File: config.mk
export PLATFORM = sky130hd
export DESIGN_NAME = row_buff_sched
export DESIGN_NICKNAME = d
export VERILOG_FILES = /design/src/rtl/row_buff_sched.sv
export SDC_FILE = /design/constraint.sdc
export NUM_CORES = 1
export LEC_CHECK = 0
export BUFFER_PORTS_ARGS = -buffer_cell sky130_fd_sc_hd__buf_2
export CORE_UTILIZATION = 43
export CTS_BUF_LIST = sky130_fd_sc_hd__clkbuf_16
export DETAILED_ROUTE_END_ITERATION = 10
export PLACE_DENSITY = 0.88
export SLEW_MARGIN = 20
export SYNTH_ARGS = -nofsm -noshare
export SYNTH_HDL_FRONTEND = slang
export SYNTH_SLANG_ARGS = --single-unit
File: constraint.sdc
create_clock -name clk -period 2.7 [get_ports clk]
set_input_delay 0.27 -clock clk [delete_from_list [all_inputs] [get_ports clk]]
set_output_delay 0.27 -clock clk [all_outputs]
set_load 0.05 [all_outputs]
File: src/rtl/row_buff_sched.sv
// Write/read sequencer for a bank of NUM_ROWS row buffers. It also builds the vertical window.
// Optional: define ROW_BUFF_SCHED_STALL_CNT_EN to add the stall_cnt output.
module row_buff_sched #(
    parameter int PIXELS_PER_BEAT = 16,
    parameter int IMAGE_DIM       = 512,
    parameter int NUM_ROWS        = 3,
    parameter int DATA_WIDTH      = 8 * PIXELS_PER_BEAT
) (
    input  logic                                          clk,
    input  logic                                          aresetn,
    input  logic                                          s_valid,
    output logic                                          s_ready,
    input  logic                                          s_sof,
    input  logic [DATA_WIDTH-1:0]                         s_data,
    output logic [NUM_ROWS-1:0]                           buf_wr_en,
    output logic [NUM_ROWS-1:0]                           buf_rd_en,
    output logic                                          m_valid,
    input  logic                                          m_ready,
    output logic [DATA_WIDTH-1:0]                         m_cur,
    output logic [$clog2(NUM_ROWS)-1:0]                   m_row_base,
    output logic [$clog2(IMAGE_DIM/PIXELS_PER_BEAT)-1:0]  m_col,
    output logic                                          frame_done,
    output logic                                          sof_err
`ifdef ROW_BUFF_SCHED_STALL_CNT_EN
    ,
    output logic [31:0]                                   stall_cnt
`endif
);

    localparam int BEATS_PER_ROW = IMAGE_DIM / PIXELS_PER_BEAT;
    localparam int SEL_W = $clog2(NUM_ROWS);
    localparam int COL_W = $clog2(BEATS_PER_ROW);
    localparam int ROW_W = $clog2(IMAGE_DIM);
    localparam logic [COL_W-1:0] COL_LAST = COL_W'(BEATS_PER_ROW - 1);
    localparam logic [ROW_W-1:0] ROW_LAST = ROW_W'(IMAGE_DIM - 1);
    localparam logic [ROW_W-1:0] ROW_FILL = ROW_W'(NUM_ROWS - 1);
    localparam logic [SEL_W-1:0] SEL_LAST = SEL_W'(NUM_ROWS - 1);

    typedef enum logic [1:0] {IDLE, FILL, STREAM, DONE} state_t;

    state_t             state_reg, state_next;
    logic [COL_W-1:0]   col_reg, col_next;
    logic [ROW_W-1:0]   row_reg, row_next;
    logic [SEL_W-1:0]   sel_reg, sel_next;

    logic               accept;
    logic               sof_mis;
    logic [COL_W-1:0]   eff_col;
    logic [ROW_W-1:0]   eff_row;
    logic [SEL_W-1:0]   eff_sel;
    logic               row_end;
    logic               last_beat;
    logic               win_beat;

    assign s_ready = aresetn && (state_reg != DONE) && (!m_valid || m_ready);
    assign accept  = s_valid && s_ready;

    // A misplaced start-of-frame restarts the frame: this beat becomes row 0 / col 0 in buffer 0.
    assign sof_mis   = accept && s_sof && ((col_reg != '0) || (row_reg != '0));
    assign eff_col   = sof_mis ? '0 : col_reg;
    assign eff_row   = sof_mis ? '0 : row_reg;
    assign eff_sel   = sof_mis ? '0 : sel_reg;
    assign row_end   = (eff_col == COL_LAST);
    assign last_beat = row_end && (eff_row == ROW_LAST);
    assign win_beat  = accept && (eff_row >= ROW_FILL);

    always_ff @(posedge clk) begin
        if (!aresetn) begin
            state_reg <= IDLE;
            col_reg   <= '0;
            row_reg   <= '0;
            sel_reg   <= '0;
        end else begin
            state_reg <= state_next;
            col_reg   <= col_next;
            row_reg   <= row_next;
            sel_reg   <= sel_next;
        end
    end

    always_comb begin
        state_next = state_reg;
        case (state_reg)
            IDLE:    if (accept) state_next = FILL;
            FILL:    if (accept && (eff_row == ROW_FILL) && (eff_col == '0)) state_next = STREAM;
            STREAM: begin
                if (sof_mis)
                    state_next = FILL;
                else if (accept && last_beat)
                    state_next = DONE;
            end
            DONE:    state_next = IDLE;
            default: state_next = IDLE;
        endcase
    end

    always_comb begin
        frame_done = (state_reg == DONE);
        buf_rd_en  = accept ? '1 : '0;
    end

    generate
        for (genvar gi = 0; gi < NUM_ROWS; gi++) begin : g_wr_en
            assign buf_wr_en[gi] = accept && (eff_sel == SEL_W'(gi));
        end
    endgenerate

    always_comb begin
        col_next = col_reg;
        row_next = row_reg;
        sel_next = sel_reg;
        if (state_reg == DONE) begin
            col_next = '0;
            row_next = '0;
            sel_next = '0;
        end else if (accept) begin
            col_next = eff_col;
            row_next = eff_row;
            sel_next = eff_sel;
            if (row_end) begin
                col_next = '0;
                row_next = (eff_row == ROW_LAST) ? '0 : eff_row + ROW_W'(1);
                sel_next = (eff_sel == SEL_LAST) ? '0 : eff_sel + SEL_W'(1);
            end else begin
                col_next = eff_col + COL_W'(1);
            end
        end
    end

    // Window output stage: the oldest row lives in the buffer after the one now being written.
    always_ff @(posedge clk) begin
        if (!aresetn) begin
            m_valid    <= 1'b0;
            m_cur      <= '0;
            m_row_base <= '0;
            m_col      <= '0;
            sof_err    <= 1'b0;
        end else begin
            if (accept)
                m_cur <= s_data;
            if (win_beat) begin
                m_valid    <= 1'b1;
                m_row_base <= (eff_sel == SEL_LAST) ? '0 : eff_sel + SEL_W'(1);
                m_col      <= eff_col;
            end else if (m_ready) begin
                m_valid <= 1'b0;
            end
            if (sof_mis)
                sof_err <= 1'b1;
        end
    end

`ifdef ROW_BUFF_SCHED_STALL_CNT_EN
    always_ff @(posedge clk) begin
        if (!aresetn)
            stall_cnt <= '0;
        else if (accept && (state_reg == IDLE))
            stall_cnt <= '0;
        else if (s_valid && !s_ready && (stall_cnt != '1))
            stall_cnt <= stall_cnt + 32'd1;
    end
`endif

endmodule

Yosys cells after proc, flatten, opt, wreduce, memory -nomap -nowiden
Cells that the tools add are included.
{ "word_totals": {"reg_bits": 155, "inputBits": 133, "output_inout_bits": 145, "elab_cells": 66} }
{ "op_classes": {"addsub": 3, "order_cmp": 1, "n_eq_ne": 12, "n_mux": 16, "n_bitwise": 1, "reduce_logical": 24} }
{ "ops": {"columns": ["op", "count"], "rows": [
  ["9-bit 2-to-1 mux", 3],
  ["2-bit 2-to-1 mux", 7],
  ["1-bit logical AND", 13],
  ["5-bit 2-to-1 mux", 2],
  ["9-bit by 1-bit adder with 9-bit output (second input constant)", 1],
  ["9-bit by 2-bit == test with 1-bit output (second input constant)", 1],
  ["9-bit == test (second input constant)", 1],
  ["9-bit by 2-bit greater-or-equal comparator with 1-bit output (second input constant)", 1],
  ["9-bit nonzero test", 1],
  ["2-bit one-hot mux with 4 select lines", 1],
  ["2-bit == test (second input constant)", 3],
  ["2-bit inequality test (second input constant)", 3],
  ["5-bit by 1-bit adder with 5-bit output (second input constant)", 1],
  ["5-bit == test (second input constant)", 1],
  ["5-bit logical NOT", 1],
  ["5-bit nonzero test", 1],
  ["2-bit by 1-bit == test with 1-bit output (second input constant)", 2],
  ["2-bit logical NOT", 2],
  ["3-bit 2-to-1 mux", 1],
  ["3-bit inequality test (second input constant)", 1],
  ["3-bit AND reduction", 1],
  ["2-bit by 1-bit adder with 2-bit output (second input constant)", 1],
  ["1-bit logical OR", 2],
  ["1-bit 2-to-1 mux", 2],
  ["4 further kinds", 4]
]} }

Logic depth before layout (Yosys ltp)
{ "depth": {"ltp_word": 13, "depth_mapped": 15, "depth_no_buf": 12} }

Worst setup path after synthesis
Ideal clock, no wire load.
{ "synth_timing": {"path_type": "flip-flop to flip-flop", "startpoint": "register m_valid", "endpoint": "register row_reg[7]", "setup_ns": 0.117, "arrival_time_ns": 2.851, "required_time_ns": 2.583, "setup_slack_ns": -0.268, "path_stages_with_launch": 16, "n_path_buf": 3, "synth_period_minus_slack_ns": 2.968, "cell_sequence": "dfxtp_1 -> nand2b_1 -> buf_2 -> nand3_4 -> buf_2 -> nand2_1 -> inv_1 -> ha_1 -> and4_1 -> ha_1 -> buf_1 -> nand4_1 -> a31o_2 -> nor2_1 -> o31ai_1 -> a22o_1"} }
{ "synth_via": {"elab_cells_between_ends": 13, "cone_classes": "1 x add/sub; 2 x eq/ne; 4 x mux; 6 x reduce/logical"} }
{ "synth_lines": {"columns": ["element", "line_no", "rtl"], "rows": [
  ["from (decl)", "17", "output logic m_valid,"],
  ["from (signal assigned)", "133", "m_valid <= 1'b0;"],
  ["from (signal assigned)", "142", "m_valid <= 1'b1;"],
  ["from (signal assigned)", "146", "m_valid <= 1'b0;"],
  ["1-bit logical NOT", "55", "assign s_ready = aresetn && (state_reg != DONE) && (!m_valid || m_ready);"],
  ["1-bit logical OR", "55", null],
  ["1-bit logical AND", "55", null],
  ["1-bit logical AND", "56", "assign accept = s_valid && s_ready;"],
  ["1-bit logical AND (2 in series)", "59", "assign sof_mis = accept && s_sof && ((col_reg != '0) || (row_reg != '0));"],
  ["5-bit 2-to-1 mux", "60", "assign eff_col = sof_mis ? '0 : col_reg;"],
  ["via eff_col[0]", "48", "logic [COL_W-1:0] eff_col;"],
  ["5-bit == test", "63", "assign row_end = (eff_col == COL_LAST);"],
  ["9-bit 2-to-1 mux", "120", "if (row_end) begin"],
  ["to (signal assigned)", "76", "row_reg <= row_next;"],
  ["to (decl)", "43", "logic [ROW_W-1:0] row_reg, row_next;"]
]} }
The timed path passes the listed nets, and every way through them passes these cells.
A chain may end at the register's enable or synchronous reset.

Worst setup path after layout
{ "layout_timing": {"startpoint": "register col_reg[2]", "endpoint": "output buf_wr_en[2]"} }
{ "layout_via": {"elab_chain_cells": 6} }
{ "layout_lines": {"columns": ["element", "line_no", "rtl"], "rows": [
  ["from (decl)", "42", "logic [COL_W-1:0] col_reg, col_next;"],
  ["from (signal assigned)", "75", "col_reg <= col_next;"],
  ["5-bit nonzero test", "59", null],
  ["1-bit logical OR", "59", null],
  ["1-bit logical AND", "59", null],
  ["2-bit 2-to-1 mux", "62", "assign eff_sel = sof_mis ? '0 : sel_reg;"],
  ["2-bit == test", "104", "assign buf_wr_en[gi] = accept && (eff_sel == SEL_W'(gi));"],
  ["1-bit logical AND", "104", null],
  ["to (decl)", "15", "output logic [NUM_ROWS-1:0] buf_wr_en,"]
]} }
Every way passes these cells.

==> impl_metrics.json <==
{
  "end_kind": "output pin",
  "fin_worst_skew_ns": 0.006567,
  "synthCells": 742,
  "synthArstFlopShare": 0,
  "critical_path_class": "reg -> out",
  "crit_buf_inv": 1,
  "max_slew_margin": 0.5081,
  "grt_usage": 0.2128,
  "cts_made_buffers": 17,
  "cts_setup_buffers": 0,
  "synth_top_area_cell": "dfxtp_1",
  "crit_family": "simple AND/OR/NAND/NOR gates",
  "synth_nets": 881,
  "grt_max_degree": 145,
  "critPathArrivalTime_ns": 2.29,
  "vias": 5788,
  "h-tree-depth": 4,
  "ir_worst_vdd_v": 0.0005253,
  "yosysTopAreaCellShare": 0.4941,
  "antenna_cells": 0,
  "slowest_delay_ns": 0.40,
  "p_leak_nw": 3.782,
  "cap_violations": 0,
  "power.internal_mw": 3.859,
  "first_iter_violations": 310,
  "final_area_um2": 8310,
  "antenna_found_initial": 0,
  "placed_cells": 1156,
  "crit_fanout": 7,
  "clkPwrFrac": 0.402,
  "cts_tree": "built",
  "path_cells": "or3_4 -> nor4_4 -> a21o_1 -> nand2_1 -> nor3b_1 -> clkbuf_4",
  "fp-row-count": 43,
  "slowest_stage": "or3_4",
  "cts_max_path_buffers": 2,
  "ys_ff_latch": 155,
  "grt_pass1_wl_um": 25050,
  "max_freq_ghz": 0.3914,
  "dr.pass1.iters": 4,
  "synthTopCellsByArea": "dfxtp_1 (49%), nand2_1 (17%), a21boi_0 (16%), buf_2 (1.9%), clkbuf_1 (1.3%)",
  "post-dp-hpwl_um": 11620,
  "p_sw_frac": 0.2829,
  "postRouteAntennaNets": 0,
  "syn_area_um2": 6280,
  "slew_viol_final": 0,
  "synth_top_cells_by_count": "nand2_1 (285), dfxtp_1 (155), a21boi_0 (132)",
  "synth_edf_count": 0,
  "yosysMostFrequentCell": "nand2_1",
  "viasPerCell": 4.876,
  "setup_viol": 0,
  "wl_per_cell_um": 14.03,
  "yosysWarnings": 0,
  "die_x_um": 122.8,
  "hp-class": "in -> reg",
  "finalWirelength_um": 16650,
  "switchingPower_mw": 1.522,
  "cts-root-buf": "clkbuf_16",
  "yosysSeqAreaShare": 0.4941,
  "max_slew.worst_pin.slew_ns": 0.7378,
  "status": "finished clean",
  "io_pins": 278,
  "seqPwrFrac": 0.451,
  "synth_flop_cell": "dfxtp_1",
  "hold_viol_final": 0,
  "clock_sink_count": 155,
  "largest_register_ffs": 128,
  "grt_overflow": 0,
  "fin_nets": 1134,
  "comb_power_share": 0.147,
  "dpl_cell_area_um2": 7766,
  "syn_area_per_cell_um2": 8.463,
  "tns_ns": 0,
  "required_ns": 2.43,
  "drc": 0,
  "portBuffers": 277,
  "num-fill-cells": 1242,
  "first_global_vias": 5096,
  "cp-start-kind": "register",
  "path_clk_slew_ns": 0.06,
  "period_needed_ns": 2.555,
  "drive_gt1_frac": 0.3277,
  "area_growth_pct": 32.34,
  "initial_core_util": 0.4472,
  "die_area_um2": 15090,
  "min_period_over_period": 0.9464,
  "pwr_density_cell_nw_per_um2": 647.5,
  "core_um2": 14040,
  "gp_congestion": 0.9138,
  "rsz0062_at_grt": "no",
  "synth_cell_types": 48,
  "layout.cells.non_filler": 1187,
  "fp.dieH_um": 122.8,
  "insertion_delay_ns": 0.41
}
## metrics by stage
| stage | power, mW | hold slack, ns | setup slack (ns) | util |
|---|---|---|---|---|
| after global routing | 5.592 | 0.08922 | 0.01078 | 0.5918 |
| final | 5.381 | 0.09843 | 0.1448 | 0.5918 |
| after floorplan | 3.027 | 0.4049 | 0.02831 | - |
| after CTS | 5.429 | 0.08160 | 0.09631 | 0.5910 |
| after global placement | 3.255 | 0.4393 | 0.1740 | 0.5531 |
| after detailed placement | 3.270 | 0.4546 | 0.1343 | 0.5531 |
## tightest hold or removal path: stages
cell,delay (ns)
buf_2,0.09
nand2_1,0.04
a21boi_0,0.06
## layout by cell type, fill, tap and decap left out, types with 2 or more instances in the layout
cell	instances
buf_12	3
and2_1	8
nor4_1	3
nand3_4	2
o21ai_0	3
nor2_1	11
clkinv_4	3
nand3b_1	3
a21boi_0	132
and3b_1	2
a21oi_1	13
a22o_1	5
a21boi_1	3
nand2b_1	5
nand4_1	8
a21o_1	3
o2bb2ai_1	2
o31ai_1	4
dfxtp_1	154
ha_1	5
clkbuf_16	17
clkinv_2	4
nand3_1	5
a31o_2	2
buf_2	275
nand2_1	285
clkinv_1	3
nor3_1	3
buf_4	10
inv_1	4
## power by group through the flow
stage / Sequential [mW] / Clock, mW / Combinational (mW)
2_1_floorplan: 2.78 / 0 / 0.246
3_3_place_gp: 2.47 / 0 / 0.783
3_5_place_dp: 2.48 / 0 / 0.792
4_1_cts: 2.43 / 2.21 / 0.794
5_1_grt: 2.44 / 2.31 / 0.848
6_report: 2.43 / 2.16 / 0.790
## layer usage
metal | vias to the layer above | global-route usage | part of all wire
li1 | 2964 | - | -
met1 | 2603 | 0.2502 | 0.42
met2 | 192 | 0.3638 | 0.50
met3 | 29 | 0.06180 | 0.062
met4 | 0 | 0.08079 | 0.020
met5 | - | 0 | 0
## layout make-up
cell class	instances	area, um2	share of cell area
flip-flops and latches	155	3104	0.3735
multi-input cells	528	2912	0.3503
repair buffers	289	1519	0.1828
clock buffers	17	425.4	0.05119
well taps	180	225.2	0.02710
clock inverters	14	107.6	0.01295
inverters	4	17.52	0.002108
## path summary, 6_finish.rpt
check             depth (start not counted)           end  slack (ns)         start
hold / removal                            3    m_cur[100]         0.1   s_data[100]
hold reg to reg                           2    m_cur[126]        0.46    m_cur[126]
setup / recovery                          6  buf_wr_en[2]        0.14    col_reg[2]
setup reg to reg                         11    row_reg[6]        0.20  state_reg[1]
## cells by family after synthesis
family                     Yosys count  share of synthesized area
AOI/OAI and AO/OA                  178                     0.2172
xor gates and xnor gates             1                   0.001395
adders and majority gates            6                    0.01195
buffers and inverters               59                    0.04483
DFF                                155                     0.4941
muxes                                1                   0.001594
and+or+nand+nor                    342                     0.2289
## timing repair
action | in CTS | in global routing
hold buffers | 0 | 0
gates resized for setup | 0 | 3
setup endpoints to repair | 0 | 2
No activity file was read; power rests on OpenSTA's default activity.
